<file path="config.mk">
export PLATFORM = sky130hd
export DESIGN_NAME = sim_watchdog
export DESIGN_NICKNAME = d
export VERILOG_FILES = /design/src/rtl/sim_watchdog.sv
export SDC_FILE = /design/constraint.sdc
export NUM_CORES = 1
export LEC_CHECK = 0
export BUFFER_PORTS_ARGS = -buffer_cell sky130_fd_sc_hd__buf_4
export CORE_MARGIN = 1.5
export CORE_UTILIZATION = 45
export CTS_BUF_LIST = sky130_fd_sc_hd__clkbuf_8
export CTS_CLUSTER_SIZE = 24
export DETAILED_ROUTE_END_ITERATION = 8
export SYNTH_ARGS = -nofsm -noshare
export SYNTH_HDL_FRONTEND = slang
export SYNTH_SLANG_ARGS = --single-unit
</file>
<file path="constraint.sdc">
create_clock -name ck -period 2.7 [get_ports ck]
set_input_delay 0.27 -clock ck [delete_from_list [all_inputs] [get_ports ck]]
set_output_delay 0.27 -clock ck [all_outputs]
set_load 0.02 [all_outputs]
</file>
<file path="src/rtl/sim_watchdog.sv">
// Run-control watchdog: global/heartbeat timeouts, post-end drain, sticky pass/fail verdict.
// Optional SIM_WATCHDOG_FINISH_EN: print the verdict and call $finish on entry to DONE.
module sim_watchdog #(
  parameter int CNT_W        = 32,
  parameter int MAX_CYCLES   = 100000,
  parameter int HB_TIMEOUT   = 1000,
  parameter int DRAIN_CYCLES = 16
) (
  input  logic             ck,
  input  logic             rst,
  input  logic             hb,
  input  logic             dut_done,
  input  logic             dut_fail,
  output logic             running,
  output logic             done,
  output logic             pass,
  output logic             fail,
  output logic [1:0]       reason,
  output logic [CNT_W-1:0] cycle_count,
  output logic [1:0]       dbg_state
);

  typedef enum logic [1:0] {
    S_RUN   = 2'd0,
    S_DRAIN = 2'd1,
    S_DONE  = 2'd2
  } state_t;

  localparam logic [CNT_W-1:0] ONE        = {{(CNT_W-1){1'b0}}, 1'b1};
  localparam logic [CNT_W-1:0] MAX_LAST   = CNT_W'(MAX_CYCLES - 1);
  localparam logic [CNT_W-1:0] HB_LAST    = CNT_W'(HB_TIMEOUT - 1);
  localparam logic [CNT_W-1:0] DRAIN_LAST = CNT_W'(DRAIN_CYCLES - 1);

  state_t           r_state;
  logic             r_running;
  logic             r_done;
  logic             r_pass;
  logic             r_fail;
  logic [1:0]       r_reason;
  logic [CNT_W-1:0] r_cycle_count;
  logic [CNT_W-1:0] r_hb_cnt;
  logic [CNT_W-1:0] r_drain_cnt;

  logic             w_exit;
  logic             w_exit_fail;
  logic [1:0]       w_exit_reason;

  // Exit arbitration in RUN: the first matching condition alone sets the reason.
  always_comb begin
    w_exit        = 1'b1;
    w_exit_fail   = 1'b1;
    w_exit_reason = 2'd0;
    if (dut_fail) begin
      w_exit_reason = 2'd1;
    end else if (r_cycle_count == MAX_LAST) begin
      w_exit_reason = 2'd2;
    end else if ((r_hb_cnt == HB_LAST) && !hb) begin
      w_exit_reason = 2'd3;
    end else if (dut_done) begin
      w_exit_fail   = 1'b0;
    end else begin
      w_exit        = 1'b0;
      w_exit_fail   = 1'b0;
    end
  end

  always_ff @(posedge ck) begin
    if (rst) begin
      r_state       <= S_RUN;
      r_running     <= 1'b1;
      r_done        <= 1'b0;
      r_pass        <= 1'b0;
      r_fail        <= 1'b0;
      r_reason      <= 2'd0;
      r_cycle_count <= '0;
      r_hb_cnt      <= '0;
      r_drain_cnt   <= '0;
    end else begin
      if (r_cycle_count != '1) begin
        r_cycle_count <= r_cycle_count + ONE;
      end
      case (r_state)
        S_RUN: begin
          r_hb_cnt <= hb ? '0 : r_hb_cnt + ONE;
          if (w_exit) begin
            r_running   <= 1'b0;
            r_fail      <= w_exit_fail;
            r_reason    <= w_exit_reason;
            r_drain_cnt <= '0;
            if (DRAIN_CYCLES == 0) begin
              r_state <= S_DONE;
              r_done  <= 1'b1;
              r_pass  <= ~w_exit_fail;
            end else begin
              r_state <= S_DRAIN;
            end
          end
        end
        S_DRAIN: begin
          // A late dut_fail only matters when the drain started from a passing end.
          if (dut_fail && !r_fail) begin
            r_fail   <= 1'b1;
            r_reason <= 2'd1;
          end
          if (r_drain_cnt == DRAIN_LAST) begin
            r_state <= S_DONE;
            r_done  <= 1'b1;
            r_pass  <= ~(r_fail | dut_fail);
          end else begin
            r_drain_cnt <= r_drain_cnt + ONE;
          end
        end
        default: begin
          r_state <= S_DONE;
        end
      endcase
    end
  end

  assign running     = r_running;
  assign done        = r_done;
  assign pass        = r_pass;
  assign fail        = r_fail;
  assign reason      = r_reason;
  assign cycle_count = r_cycle_count;
  assign dbg_state   = r_state;

`ifdef SIM_WATCHDOG_FINISH_EN
  logic r_done_d;

  always_ff @(posedge ck) begin
    r_done_d <= rst ? 1'b0 : r_done;
  end

  always @(negedge ck) begin
    if (!rst && r_done && !r_done_d) begin
      $display("sim_watchdog: verdict=%s reason=%0d cycle_count=%0d",
               r_pass ? "PASS" : "FAILED", r_reason, r_cycle_count);
      $finish;
    end
  end
`else
  // Harness polls done/pass; nothing simulation-only is built here.
`endif

endmodule

</file>
==> summary.txt <==
Min path
  – Worst Hold Class: in2reg
  – Min-delay src: dut_done

Synth
  – Syn_nets: approximately 670
  – Post-synth EDFFs: 0
  – Ys async rst share: 0%
  – Synth Register Bits: 104
  – Cell Area, Synth: between 5000 and 6000 µm²
  – Top FF cell, synth: dfxtp_1
  – Yosys warns: 0
  – Gate Count Post-Synth: 660
  – Syn Area/Cell: roughly 8.3 µm²
  – Register area share after synthesis: 38.1%
  – Post-synth cell types: 60

STA
  – Setup slack after layout: approximately 0.29 ns
  – Max Clock Skew: between 0.008 and 0.009 ns
  – Worst slew pin tran: about 1.2 ns
  – Fin. Hold Viols: 0
  – FMAX: roughly 420 MHz
  – Rel. slew slack: 18.4%
  – Final Setup Violations: 0
  – Final min period: 2.41 ns
  – Setup TNS: 0 ns
  – Fin crit share: 89.1%
  – RSZ-0062 raised after global routing: no
  – Fin. max-slew vios: 0

Setup path
  – Worst setup path startpoint: cycle_count[19]
  – Largest stage delay on the critical path: ~1.0 ns
  – Worst path bufs/invs: 0
  – FF-to-FF Start: cycle_count[19]
  – CP arrival: 2.69 ns
  – Setup crit end kind: register
  – Crit path kind: reg2reg
  – Startpoint types: register
  – Worst Path Max Fanout: 12
  – CP cell instances: and4_1 -> nand3_1 -> o311ai_1 -> nor3_1 -> mux2_2
  – Critical path's slowest cell: o311ai_1
  – R2R setup slack: 0.29 ns
  – Top Family by Delay on Critical Path: compound AO/OA/AOI/OAI gates
  – Worst path required time: slightly below 3 ns

Routing
  – Detail Route Antenna Nets: 0
  – DRC: 0
  – Routed len/inst: about 17 µm
  – Starting DRT DRC Count: ~460
  – Vias after detailed routing: between 5,000 and 6,000
  – Via-to-Cell Ratio: ~6.2
  – First drt pass iteration count: 6
  – Final wirelength: around 14,000 µm

Global route
  – Vias in the first global route: between 4,000 and 5,000
  – First-pass GRT wire length: ~24,000 µm
  – Antenna violations before repair: 0
  – GR Overflow Total: 0
  – GRT Overall Usage: between 20% and 30%
  – Largest net degree at the start of global routing: 36

Clock network
  – CTS Buf Count: 9
  – Clock Latency Late Sink: 0.38 ns
  – Post-CTS Setup Inserts: 0
  – Maximum buffer depth of the clock tree: 2
  – CTS Root Cell: clkbuf_8
  – Cts repair resizes: 0
  – CTS Sinks: about 100
  – CTS tree: done
  – CTS Hold Buffers Added: 0
  – Reg clk slew, reported paths: about 0.1 ns
  – H-tree Lvls: 3

Place
  – RePlAce Congestion: 0.877
  – Placed insts: between 800 and 900
  – Pre-CTS WS: between 0.2 and 0.3 ns
  – Post-DP HPWL: between 10,000 and 15,000 µm
  – Port Buffers: 44

Power and ir drop
  – VDD IR max: ~0.20 mV
  – Pwr Density: 486 nW/µm²
  – Leakage: just under 2 nW

Finish
  – Most frequent cells in the layout: 104 x dfxtp_1, 62 x nor2_1, 59 x buf_4
  – Commonest non-fill, non-tap cell in the layout: dfxtp_1
  – Fin util: ~52%
  – Ant diodes: 0
  – Fill cell count: between 1,000 and 1,500
  – Synth-to-Final Area Change: 13.1%
  – Fin nets: between 600 and 700
  – Final std cells w/o fill: 843
  – Share of cells above drive strength 1: roughly 15%

Die
  – Die X: about 110 µm
  – Die H: ~110 µm
  – # IOs: 45
  – Die area: roughly 13,000 µm²
  – Row count: 40
  – Initial Utilization: a little under half
  – Core Area: 11,900 µm²

Run status
  – Status: finished clean

Flow run
  – Max-cap violations: 0
[synthesized netlist by cell type, types with 2 or more instances]
cell type  count  share of area [%]
and4_1        12                1.9
a21oi_1       31                2.8
nor3b_1        2               0.27
inv_1         13               0.89
a211oi_1       3               0.41
nor3_1        21                1.9
mux2i_1        4               0.73
o41ai_1        3               0.48
clkbuf_1      15                1.0
o21a_1         2               0.27
nand2_1       56                3.8
buf_4          2               0.27
nor4_2         4               0.92
or4_1         15                2.1
nor2b_1        7               0.80
nor2_1        62                4.3
a21o_1         3               0.41
a311oi_1      13                2.1
a22oi_1        2               0.27
ha_1           3               0.69
and3_1         8               0.92
or2_2          3               0.34
nor4_1        29                3.3
dfxtp_1      104                 38
buf_6          2               0.41
or3_1         15                1.7
nand3_1       40                3.7
buf_2         15                1.4
o31a_1         3               0.48
xnor2_1       20                3.2
o21ai_0       25                2.3
nor4b_1        5               0.80
a311o_1        2               0.37
a41oi_1        3               0.48
a31o_2         9                1.4
a31oi_1        7               0.80
o31ai_1       16                2.2
buf_1          4               0.27
mux2_2         6                1.2
o21ai_1        2               0.18
nand4_1       32                3.7
o211ai_1       7               0.96
xor2_1        13                2.1
[tightest hold or removal path, stage by stage]
cell,delay (ns)
buf_4,0.13
nand2_1,0.05
nand2_1,0.06
a31oi_1,0.06
[through the flow]
step / hold WS, ns / power [mW] / area [µm²]
after floorplan: 0.446 / 1.69 / 5470
after global placement: 0.441 / 1.75 / 5910
after detailed placement: 0.448 / 1.76 / 5910
after CTS: 0.224 / 3.04 / 6180
after global routing: 0.254 / 3.12 / 6180
final: 0.242 / 3.00 / 6180
[where the power goes]
group | leakage (nW) | total (mW) | switching [mW] | internal (mW)
Combinational | 1.01 | 0.159 | 0.108 | 0.0514
Sequential | 0.840 | 1.56 | 0.0154 | 1.55
Clock | 0.134 | 1.28 | 0.550 | 0.731
[final timing paths]
| check | endpoint | cells past startpoint |
|---|---|---|
| hold reg to reg | running | 1 |
| setup reg to reg | cycle_count[30] | 5 |
| setup / recovery | cycle_count[30] | 5 |
| hold / removal | fail | 4 |
[final cells by class]
| type | count | area, µm² | share of cell area [%] |
|---|---|---|---|
| Sequential cell | 104 | 2080 | 33.7 |
| Multi-Input combinational cell | 503 | 3150 | 51.0 |
| Timing Repair Buffer | 59 | 443 | 7.16 |
| Inverter | 14 | 52.6 | 0.850 |
| Clock buffer | 10 | 138 | 2.23 |
| Clock inverter | 6 | 131 | 2.13 |
| Tap cell | 147 | 184 | 2.98 |
[kinds of logic (layout without fill, tap and decap cells)]
group	after synthesis	count (layout)	synth area share, %
adders and majority gates	3	3	0.687
and+or+nand+nor	319	319	32.3
buffers and inverters	53	89	4.42
AOI/OAI and AO/OA	138	138	17.3
DFF	104	104	38.1
xor gates and xnor gates	33	33	5.29
muxes	10	10	1.97
[metal layers]
metal  part of all wire (%)  routed length (µm)  track usage [%]
met4                    1.8                 261             8.75
met1                     47                6780             31.7
met2                     45                6540             36.4
met3                    5.5                 788             3.70
met5                      0                   0                0
[sequential cells by signal (all words and copies together) (netlist names)]
name and cells:
r_drain_cnt 32, pass 1, cycle_count 32, dbg_state 2, done 1, reason 2, fail 1, r_hb_cnt 32
running 1
(Power assumes the default switching activity.)
